### src/rtl/hs_cdc_pkg.sv
// Shared definitions for the four-phase req/ack clock-domain-crossing pair.
// Contents:
//   rx_state_e  - RX handshake FSM state, one-hot
//   tx_state_e  - TX handshake FSM state encodings
//   SYNC_STAGES - depth of the req/ack synchronisers
package hs_cdc_pkg;

  localparam int SYNC_STAGES = 2;

  typedef enum logic [2:0] {
    RX_WAIT_LOW = 3'b001,
    RX_IDLE     = 3'b010,
    RX_ASSERT   = 3'b100
  } rx_state_e;

  typedef enum logic [1:0] {
    TX_IDLE     = 2'b00,
    TX_REQ      = 2'b01,
    TX_WAIT_ACK = 2'b10
  } tx_state_e;

endpackage

### src/rtl/sync_2ff.sv
// Generic two-flop synchroniser with a synchronous, active-low reset.
// Ports:
//   clk_i - destination-domain clock
//   rst_n - synchronous active-low reset; both flops load RST_VAL
//   d     - asynchronous input
//   q     - synchronised output
module sync_2ff #(
  parameter logic RST_VAL = 1'b0
) (
  input  logic clk_i,
  input  logic rst_n,
  input  logic d,
  output logic q
);

  logic meta;

  always_ff @(posedge clk_i) begin
    if (!rst_n) begin
      meta <= RST_VAL;
      q    <= RST_VAL;
    end else begin
      meta <= d;
      q    <= meta;
    end
  end

endmodule

### src/rtl/full_handshake_rx.sv
// Receive side of the four-phase req/ack CDC handshake. Synchronises req_i,
// captures req_data_i, returns ack_o and hands each word to the local consumer
// through a one-entry valid/ready buffer.
// Ports:
//   clk_i        - RX-domain clock
//   rst_n        - synchronous active-low reset
//   req_i        - TX request (asynchronous to clk_i)
//   req_data_i   - TX data, stable while req_i is high
//   ack_o        - registered acknowledge to TX
//   data_o       - captured word
//   data_valid_o - data_o holds an unconsumed word
//   data_ready_i - consumer accepts data_o
//   idle_o       - FSM is in IDLE
//
// state       | meaning
// ------------+------------------------------------------------------------
// RX_WAIT_LOW | after reset; wait for req_s low so an in-flight request
//             | from before the reset is never captured
// RX_IDLE     | ready; capture on req_s high when the buffer can take a word
// RX_ASSERT   | ack high; wait for req_s low to complete the handshake
module full_handshake_rx
  import hs_cdc_pkg::*;
#(
  parameter int DW = 32
) (
  input  logic          clk_i,
  input  logic          rst_n,
  input  logic          req_i,
  input  logic [DW-1:0] req_data_i,
  output logic          ack_o,
  output logic [DW-1:0] data_o,
  output logic          data_valid_o,
  input  logic          data_ready_i,
  output logic          idle_o
);

  rx_state_e state;
  logic      req_s;
  logic      capture;

  // Resets to 1 so a request already high during reset reads as "busy".
  sync_2ff #(.RST_VAL(1'b1)) u_req_sync (
    .clk_i (clk_i),
    .rst_n (rst_n),
    .d     (req_i),
    .q     (req_s)
  );

  // Buffer is free if empty or being drained on this same edge.
  assign capture = (state == RX_IDLE) && req_s && (!data_valid_o || data_ready_i);

  always_ff @(posedge clk_i) begin
    if (!rst_n) begin
      state        <= RX_WAIT_LOW;
      ack_o        <= 1'b0;
      idle_o       <= 1'b0;
      data_o       <= '0;
      data_valid_o <= 1'b0;
    end else begin
      // A simultaneous drain and capture keeps valid high with the new word.
      if (capture) begin
        data_o       <= req_data_i;
        data_valid_o <= 1'b1;
      end else if (data_valid_o && data_ready_i) begin
        data_valid_o <= 1'b0;
      end

      case (state)
        RX_WAIT_LOW: begin
          ack_o <= 1'b0;
          if (!req_s) begin
            state  <= RX_IDLE;
            idle_o <= 1'b1;
          end
        end
        RX_IDLE: begin
          if (capture) begin
            ack_o  <= 1'b1;
            idle_o <= 1'b0;
            state  <= RX_ASSERT;
          end
        end
        RX_ASSERT: begin
          if (!req_s) begin
            ack_o  <= 1'b0;
            idle_o <= 1'b1;
            state  <= RX_IDLE;
          end
        end
        default: begin
          ack_o  <= 1'b0;
          idle_o <= 1'b0;
          state  <= RX_WAIT_LOW;
        end
      endcase
    end
  end

endmodule
### config.mk
export PLATFORM = sky130hd
export DESIGN_NAME = full_handshake_rx
export DESIGN_NICKNAME = d
export VERILOG_FILES = /design/src/rtl/hs_cdc_pkg.sv /design/src/rtl/sync_2ff.sv /design/src/rtl/full_handshake_rx.sv
export SDC_FILE = /design/constraint.sdc
export NUM_CORES = 1
export LEC_CHECK = 0
export ABC_AREA = 0
export BUFFER_PORTS_ARGS = -buffer_cell sky130_fd_sc_hd__buf_2
export CAP_MARGIN = 20
export CORE_MARGIN = 2
export CORE_UTILIZATION = 48
export DETAILED_ROUTE_END_ITERATION = 8
export PLACE_DENSITY = 0.81
export SYNTH_ARGS = -nofsm -noshare
export SYNTH_HDL_FRONTEND = slang
export SYNTH_HIERARCHICAL = 1
export SYNTH_SLANG_ARGS = --single-unit
### constraint.sdc
create_clock -name clk_i -period 2.3 [get_ports clk_i]
set_input_delay 0.23 -clock clk_i [delete_from_list [all_inputs] [get_ports clk_i]]
set_output_delay 0.23 -clock clk_i [all_outputs]
set_load 0.05 [all_outputs]
### Yosys cells after proc, flatten, opt, wreduce, memory -nomap -nowiden

Cells that the tools add are included.

* flip-flop bits (word level): 40
* input bits: 36
* output and inout port bits: 35
* word-level logic and storage cells: 33

* eq/ne operators: 6
* multiplexer cells: 11
* reduce and logical (&&, ||, !) cells: 9

Operator list (count)
* $mux W1: 6
* $mux W3: 2
* $ne A2 B2 Y1 const B: 3
* $pmux W3 S2: 1
* $pmux W1 S2: 2
* $reduce_and A2 Y1: 2
* $eq A3 B1 Y1 const B: 1
* $eq A3 B2 Y1 const B: 1
* $eq A3 B3 Y1 const B: 1
* $logic_and A1 B1 Y1: 3
* $reduce_bool A2 Y1: 1
* $reduce_or A2 Y1: 1
* $logic_not A1 Y1: 1
* $logic_or A1 B1 Y1: 1

### Depth between registers and ports, before layout

Gate-level depths: netlist of run 1.

* depth in word-level cells: 5
* gate-level depth with buffers: 5
* gate-level depth less buffers: 3

### Cells and area by module

The synthesis of run 1 kept the hierarchy.

By module, submodules not included
* full_handshake_rx: instances 1, cells an instance 173, area each 1600.3 sq um, sequential area each 760.7 sq um
* sync_2ff: instances 1, cells an instance 4, area each 52.6 sq um, sequential area each 40.0 sq um

### Worst setup path after synthesis of run 1

Ideal clock, no wire load.

* kind: reg2reg
* from: register data_valid_o
* to: register data_o[0]
* setup time: 0.072 ns
* arrival time: 1.476 ns
* required time: 2.228 ns
* slack: 0.753 ns
* stages on the path, launching flop included: 5
* buffers on the path: 1
* clock period less this slack: 1.547 ns
* cells stage by stage: dfxtp_1 nor2b_1 nor4_4 buf_6 mux2i_1

* longest elaborated chain between the ends: 3

Ends and longest elaborated chain
* start, declared: RTL line full_handshake_rx.sv:32 `output logic data_valid_o,`
* start signal, assigned: RTL line full_handshake_rx.sv:58 `data_valid_o <= 1'b0;`
* start signal, assigned: RTL line full_handshake_rx.sv:63 `data_valid_o <= 1'b1;`
* start signal, assigned: RTL line full_handshake_rx.sv:65 `data_valid_o <= 1'b0;`
* $logic_not A1 Y1: RTL line full_handshake_rx.sv:50 `assign capture = (state == RX_IDLE) && req_s && (!data_valid_o || data_ready_i);`
* $logic_or A1 B1 Y1: RTL line full_handshake_rx.sv:50
* $logic_and A1 B1 Y1: RTL line full_handshake_rx.sv:50
* end signal, assigned: RTL line full_handshake_rx.sv:62 `data_o <= req_data_i;`
* end, declared: RTL line full_handshake_rx.sv:31 `output logic [DW-1:0] data_o,`

Every way passes these cells.
A chain may end at the register's enable or synchronous reset.

### Worst setup path in the final report of run 1

* from: register state[1]
* to: register data_o[20]

* longest elaborated chain between the ends: 3

Ends and longest elaborated chain
* start, declared: RTL line full_handshake_rx.sv:37 `rx_state_e state;`
* start signal, assigned: RTL line full_handshake_rx.sv:54 `state <= RX_WAIT_LOW;`
* start signal, assigned: RTL line full_handshake_rx.sv:72 `state <= RX_IDLE;`
* start signal, assigned: RTL line full_handshake_rx.sv:80 `state <= RX_ASSERT;`
* $eq A3 B2 Y1: RTL line full_handshake_rx.sv:50
* $logic_and A1 B1 Y1 (2 in series): RTL line full_handshake_rx.sv:50

Every way passes these cells.

==> results of run 1 <==
-- layout make-up --
cell class	count	share of cell area
clock inverters	2	0.004875
well taps	46	0.02803
repair buffers	72	0.1840
inverters	2	0.003656
multi-input cells	121	0.3644
clock buffers	6	0.02498
flip-flops and latches	40	0.3900
-- registers in the layout, summed over array words and instances (netlist names) --
| name | cells |
|---|---|
| state | 3 |
| u_req_sync/meta | 1 |
| ack_o | 1 |
| data_valid_o | 1 |
| idle_o | 1 |
| data_o | 32 |
| u_req_sync/q | 1 |
-- cell families (layout without fill, tap and decap cells) --
| group | after synthesis | after routing |
|---|---|---|
| buf+inv | 16 | 82 |
| simple gates | 78 | 78 |
| compound gates | 9 | 9 |
| xor+xnor | 1 | 1 |
| flops | 40 | 40 |
| mux | 33 | 33 |
-- where the power goes --
part           switching [mW]  total [mW]  internal [mW]
Clock                   0.218       0.363          0.146
Combinational          0.0432      0.0793         0.0361
Sequential            0.00462       0.702          0.697
-- final timing paths --
kind	cells after the start	end	slack [ps]
setup reg to reg	4	data_o[20]	650
hold reg to reg	1	u_req_sync/q	420
hold / removal	2	u_req_sync/meta	70
setup / recovery	4	data_o[20]	650
-- through the flow --
stage	power, mW	cells	worst slack, ps	utilization	hold slack [ps]
3_3_place_gp	0.7971	281	708.9	0.6017	393.3
3_5_place_dp	0.7974	281	674.9	0.6017	395.2
5_1_grt	1.207	289	518.7	0.6202	48.89
6_report	1.144	289	654.7	0.6202	66.62
4_1_cts	1.159	289	637.7	0.6202	57.99
2_1_floorplan	0.7631	177	752.7	-	303.0
-- routing by layer --
metal  wire length, um  vias to the layer above
met5                 0                        -
met4                40                        0
met3               167                        5
met2              1452                       38
met1              1255                      603
li1                  -                      703
-- layout by cell type, fill, tap and decap left out, types with 2 or more instances in the layout --
master | synthesis | final
mux2i_1 | 33 | 33
nor3b_1 | 2 | 2
clkinv_2 | 0 | 2
nor3_1 | 3 | 3
o21a_1 | 3 | 3
nand2b_1 | 4 | 4
inv_1 | 2 | 2
clkbuf_4 | 0 | 5
nand2_1 | 65 | 65
dfxtp_1 | 40 | 40
buf_2 | 1 | 70
==> results.toml, run 1 <==
[routing]
routed_wirelength_mm = 2.916
first_pass_iters = 4
drc = 0
drt_iter0_drc = 62
via_per_inst = 4.668
antenna_left = 0
wl_per_cell_um = 10.09
via_count = 1349

[placed_design]
io_buffers = 70
gp_congestion = 0.8537
placedInstanceArea_um2 = 1992
hpwl_mm = 2.017

[logic_synthesis]
yosys-top-cells-area = "dfxtp_1, mux2i_1, nand2_1, buf_6, clkbuf_1"
ys_types = 24
synth_sequential_area_ratio = 0.4845
synth_nets = 213
synth_top_family_by_area = "simple AND/OR/NAND/NOR gates"
async_flop_share = 0
synth_edf_count = 0
ys_seq_elements = 40
synthCells = 177
ys_warn_count = 6
synth_compound_area_frac = 0.04088
synth_fa_ha_area_frac = 0
yosys.area_share.xor_xnor = 0.005299
avgSynthCellArea_um2 = 9.338
synth.most_common_cell = "nand2_1"
synthMuxAreaShare = 0.1998
synth_top_area_cell = "dfxtp_1"
synth-simple-area-share = 0.2067
synthDominantCellAreaShare = 0.4845
synth_ff_type = "dfxtp_1"
syn_area_um2 = 1653
synth_common_cells = "nand2_1, dfxtp_1, mux2i_1, clkbuf_1, nand2b_1"

[clocking]
cts-resized-gates = 0
clk_latency_ps = 340
htreeDepth = 2
clkTransAtPathRegs_ps = 110
root_buffer = "clkbuf_4"
clockBufferDepth = 2
cts_made_buffers = 5
cts_tree = "built"
post_cts_buffers = 0
clock_sinks = 40
cts-hold-fix-buffers = 0

[sta]
finalHoldViolCount = 0
tightest_slew_ps = 635.8
finalSetupViolations = 0
rsz0062_at_grt = "no"
fin_crit_sh = 0.7154
finalMaxSlewViolations = 0
max_freq_ghz = 0.6078
maxSlewHeadroom = 0.5761
clock_skew_ps = 9.573
timing.setup.tns_ps = 0
min_period_ps = 1645

[die]
coreArea_um2 = 3311
row_count = 21
dieArea_um2 = 3929
fp.dieH_um = 62.68
pin_count = 71
start_util = 0.4992
die_w_um = 62.68

[pwr]
power_density_nw_per_um2 = 557.3
ir_drop_mv = 0.3642
p_leak_nw = 0.9068

[global_route]
grt_first_pass_wirelength_mm = 4.947
grt_pass1_vias = 1223
grt_util_met2 = 0.2809
use_met1 = 0.1676
overflow = 0
top_usage_layer = "met2"
grt_antenna_before_repair = 0
grt_max_degree = 73
met3_usage = 0.05586
track_usage = 0.1588

[worst_setup_path]
worstPathMaxFanout = 30
crit_buf_inv = 1
path_class = "register to register"
worstSetupStartpoint = "state[1]"
critPathLaunchType = "register"
crit_path_end_kind = "register"
r2r-start = "state[1]"
worstPathRequired_ps = 2580
path_cells = "nand2_2 > nor4_4 > buf_12 > mux2i_1"
cp_top_family = "simple AND/OR/NAND/NOR gates"
cp.arrival_ps = 1920
crit_slowest_cell = "dfxtp_1"
cpPeakStageDelay_ps = 480

[layout]
layout.nets = 278
fill_cells = 313
final_area_um2 = 2053
antenna_cells = 0
seqCellArea_um2 = 800.8
drive_gt1_frac = 0.3498
multi_input_area_um2 = 748.2
syn2layout_area_growth_pct = 24.22

[hold_path]
hp-start = "req_i"
worstHoldPathType = "input port to register"

[flow_run]
max-cap-violations = 0

[status]
status = "completed"
Power figures use the tool's default switching activity.
==> run 2, diff against run 1 <==
- CORE_UTILIZATION: 48 -> 42
- PLACE_DENSITY: 0.81 -> 0.75
- clock period: 2.3 -> 1.5 ns (I/O delays scaled with it)
==> results.toml, run 2 (synthesis results as in run 1) <==
[worst_setup_path]
worstSetupStartpoint = "u_req_sync/q"
path_class = "register to register"
rrSetupSlack_ps = 80
crit_path_end_kind = "register"
worstPathMaxFanout = 17
r2r-start = "u_req_sync/q"
critPathLaunchType = "register"
worstPathRequired_ps = 1710
cp.arrival_ps = 1630
ff2ff_path_depth = 5
r2r-end = "data_o[15]"

[sta]
finalHoldViolCount = 0
finalMaxSlewViolations = 0
tightest_slew_ps = 347.0
min_period_ps = 1425
clock_skew_ps = 2.566
max_freq_ghz = 0.7019
rsz0062_at_grt = "no"
fin_ws_ps = 75.30
fin_crit_sh = 0.9498
holdWs_ps = 51.34
maxSlewHeadroom = 0.7627
finalSetupViolations = 0
timing.setup.tns_ps = 0

[hold_path]
worstHoldPathType = "input port to register"
hp-start = "req_i"
holdPathStages = 2
min_to = "u_req_sync/meta"

[global_route]
grt_max_degree = 35
grt_antenna_before_repair = 0
grt_pass1_vias = 1203
overflow = 0
grt_first_pass_wirelength_mm = 5.023
track_usage = 0.1474

[clocking]
clockBufferDepth = 2
cts_tree = "built"
cts_made_buffers = 5
cts-hold-fix-buffers = 0
clk_latency_ps = 280
clock_sinks = 40
htreeDepth = 2
root_buffer = "clkbuf_8"
clkTransAtPathRegs_ps = 70

[routing]
via_per_inst = 4.574
antenna_left = 0
drt_iter0_drc = 44
first_pass_iters = 4
routed_wirelength_mm = 3.378
via_count = 1363
drc = 0
wl_per_cell_um = 11.34

[pwr]
ir_drop_mv = 0.5249
power_density_nw_per_um2 = 882.0
p_leak_nw = 0.9569
clockPowerShare = 0.370
sw_frac_of_total = 0.2140
switchingPower_uw = 409.0
finalPower_mw = 1.911
p_int_mw = 1.502
pwr-share-comb = 0.068
p_seq_frac = 0.562

[layout]
antenna_cells = 0
final_area_um2 = 2167
finalNonFillerCells = 298
layout_commonest_cell = "buf_2"
largest_reg_flops = 32
syn2layout_area_growth_pct = 31.11
utilization = 0.5832
top_register = "data_o"
reg_top3 = "data_o: 32 flops, state: 3 flops"
most-common-layout-cells = "buf_2, nand2_1, dfxtp_1, mux2i_1"
fill_cells = 344
drive_gt1_frac = 0.3760
layout.nets = 285

[status]
status = "completed"

[die]
coreArea_um2 = 3716
row_count = 22
pin_count = 71
dieArea_um2 = 4453
start_util = 0.4448
die_w_um = 66.73
fp.dieH_um = 66.73

[flow_run]
max-cap-violations = 0

[placed_design]
gp_congestion = 0.8220
pre_cts_ws_ps = 103.4
io_buffers = 70
hpwl_mm = 2.203
placedInstanceArea_um2 = 2028
dp_cells = 286
run 2: cell types whose count changed in the layout (fill, tap and decap cells not counted), moves of 2 or more:
cell | previous run | this run
buf_4 | 1 | 6
clkbuf_1 | 0 | 2
clkbuf_8 | 1 | 6
clkinv_2 | 2 | 0
dfxtp_1 | 40 | 37
clkbuf_4 | 5 | 0
dfxtp_2 | 0 | 2
run 2: worst max path at each step:
stage | slack (ps) | cells past startpoint | endpoint
4_1_cts | 90 | 4 | data_o[4]
5_1_grt | 7 | 5 | data_o[26]
3_3_place_gp | 160 | 4 | data_o[2]
6_report | 80 | 5 | data_o[15]
3_5_place_dp | 100 | 4 | data_o[4]
2_1_floorplan | -3 | 4 | data_o[0]
run 2: critical path, cell delays in order (launching register included):
cell and delay, ps:
dfxtp_2 380, nand2_2 90, nor4_4 290, buf_4 180
buf_8 200, mux2i_1 210
run 2: timing repair:
item,CTS,global route
setup buffers,0,2
gates resized for setup,0,4
setup endpoints to repair,0,3
hold endpoints to repair,0,0
run 2: area by class of cell:
class	instances	area, um2	area share
Inverter	2	7.507	0.003464
Sequential cell	40	807.0	0.3724
Clock buffer	8	90.09	0.04157
Multi-Input combinational cell	121	755.7	0.3487
Tap cell	48	60.06	0.02771
Timing Repair Buffer	79	446.7	0.2061
run 2: metal layers:
layer,global-route usage,wire (um),vias up
li1,-,-,718
met1,0.1896,1642,609
met2,0.2275,1531,34
met3,0.04561,182,2
met4,0.06122,22,0
met5,0,0,-
run 2: power by group through the flow:
| stage | logic [mW] | registers [mW] | clock network (mW) |
|---|---|---|---|
| floorplan | 0.0628 | 1.11 | 0 |
| global placement | 0.128 | 1.10 | 0 |
| detailed placement | 0.129 | 1.10 | 0 |
| CTS | 0.130 | 1.07 | 0.729 |
| global route | 0.145 | 1.07 | 0.792 |
| finish | 0.129 | 1.07 | 0.708 |
==> run 3, diff against run 2 <==
- RECOVER_POWER: not set -> 50
==> results.toml, run 3 (synthesis results as in run 1) <==
[clocking]
htreeDepth = 2
cts_made_buffers = 5
clock_sinks = 40
cts-hold-fix-buffers = 0
clkTransAtPathRegs_ps = 70
clockBufferDepth = 2
cts_tree = "built"
root_buffer = "clkbuf_8"
clk_latency_ps = 280

[global_route]
track_usage = 0.1474
grt_pass1_vias = 1203
grt_max_degree = 35
grt_antenna_before_repair = 0
overflow = 0
grt_first_pass_wirelength_mm = 5.023

[die]
fp.dieH_um = 66.73
coreArea_um2 = 3716
dieArea_um2 = 4453
row_count = 22
pin_count = 71
start_util = 0.4448
die_w_um = 66.73

[layout]
layout_commonest_cell = "nand2_1"
fill_cells = 357
top_register = "data_o"
drive_gt1_frac = 0.2320
utilization = 0.5704
syn2layout_area_growth_pct = 28.24
seqCellArea_um2 = 807.0
reg_top3 = "data_o: 32 flops, state: 3 flops"
largest_reg_flops = 32
antenna_cells = 0
multi_input_area_um2 = 755.7
most-common-layout-cells = "nand2_1, clkbuf_1, dfxtp_1, buf_2, mux2i_1"
layout.nets = 285

[worst_setup_path]
rrSetupSlack_ps = 80
worstPathMaxFanout = 17
crit_slowest_cell = "dfxtp_2"
r2r-end = "data_o[15]"
worstPathRequired_ps = 1710
ff2ff_path_depth = 5
crit_path_end_kind = "register"
cpPeakStageDelay_ps = 380
path_class = "register to register"
crit_path_end = "data_o[15]"
worstSetupStartpoint = "u_req_sync/q"
r2r-start = "u_req_sync/q"
cp.arrival_ps = 1630
critPathLaunchType = "register"
path_cells = "nand2_2 > nor4_4 > buf_4 > buf_8 > mux2i_1"

[sta]
rsz0062_at_grt = "no"
finalSetupViolations = 0
finalHoldViolCount = 0
timing.setup.tns_ps = 0
finalMaxSlewViolations = 0
max_freq_ghz = 0.7021
maxSlewHeadroom = 0.3730
tightest_slew_ps = 940.5
fin_ws_ps = 75.75
min_period_ps = 1424
fin_crit_sh = 0.9495
holdWs_ps = 51.28
clock_skew_ps = 2.390

[hold_path]
worstHoldPathType = "input port to register"
holdPathStages = 2

[flow_run]
max-cap-violations = 0

[routing]
first_pass_iters = 4
antenna_left = 0
drt_iter0_drc = 41
routed_wirelength_mm = 3.362
wl_per_cell_um = 11.28
via_per_inst = 4.601
drc = 0
via_count = 1371

[placed_design]
gp_congestion = 0.8220
io_buffers = 70
hpwl_mm = 2.203
pre_cts_ws_ps = 103.4

[pwr]
finalPower_mw = 1.907
ir_drop_mv = 0.5321
p_leak_nw = 0.8003
power_density_nw_per_um2 = 899.9

[status]
status = "completed"
[run 3: cell count changes in the layout (fill, tap and decap cells not counted), sizes merged]
cell	change
buf	-36
clkbuf	+36
[run 3: timing repair]
| action | CTS | global route |
|---|---|---|
| gates resized for setup | 0 | 4 |
| setup buffers | 0 | 2 |
| setup endpoints to repair | 0 | 3 |
[run 3: worst min-delay path by stage]
stage	slack (ps)	to	start
after detailed placement	340	u_req_sync/meta	req_i
after global routing	50	u_req_sync/meta	req_i
after global placement	330	u_req_sync/meta	req_i
after floorplan	220	u_req_sync/meta	rst_n
final	50	u_req_sync/meta	req_i
after CTS	40	u_req_sync/meta	req_i
[run 3: layer usage]
layer	track usage	up-vias	part of all wire
li1	-	721	-
met1	0.1896	612	0.48
met2	0.2275	36	0.45
met3	0.04561	2	0.057
met4	0.06122	0	0.0065
met5	0	-	0
[run 3: worst max-delay path, delay by kind of cell (launching register included)]
family,cells,cell delay (ps)
simple gates,2,380
flops,1,380
mux,1,210
buf+inv,2,380
[run 3: per-stage QoR]
step,area [um2],instances
CTS,2118,294
global placement,2028,286
detailed placement,2028,286
global route,2120,298
finish,2120,298
floorplan,1664,177
[run 3: layout make-up]
cell class | instances | area share
well taps | 48 | 0.02834
flip-flops and latches | 40 | 0.3808
inverters | 2 | 0.003542
clock buffers | 8 | 0.04250
multi-input cells | 121 | 0.3566
repair buffers | 79 | 0.1883
[run 3: report_power, final]
part	switching, mW	internal, mW
registers	0.00693	1.07
logic	0.0686	0.0584
clock network	0.331	0.375
total	0.407	1.50
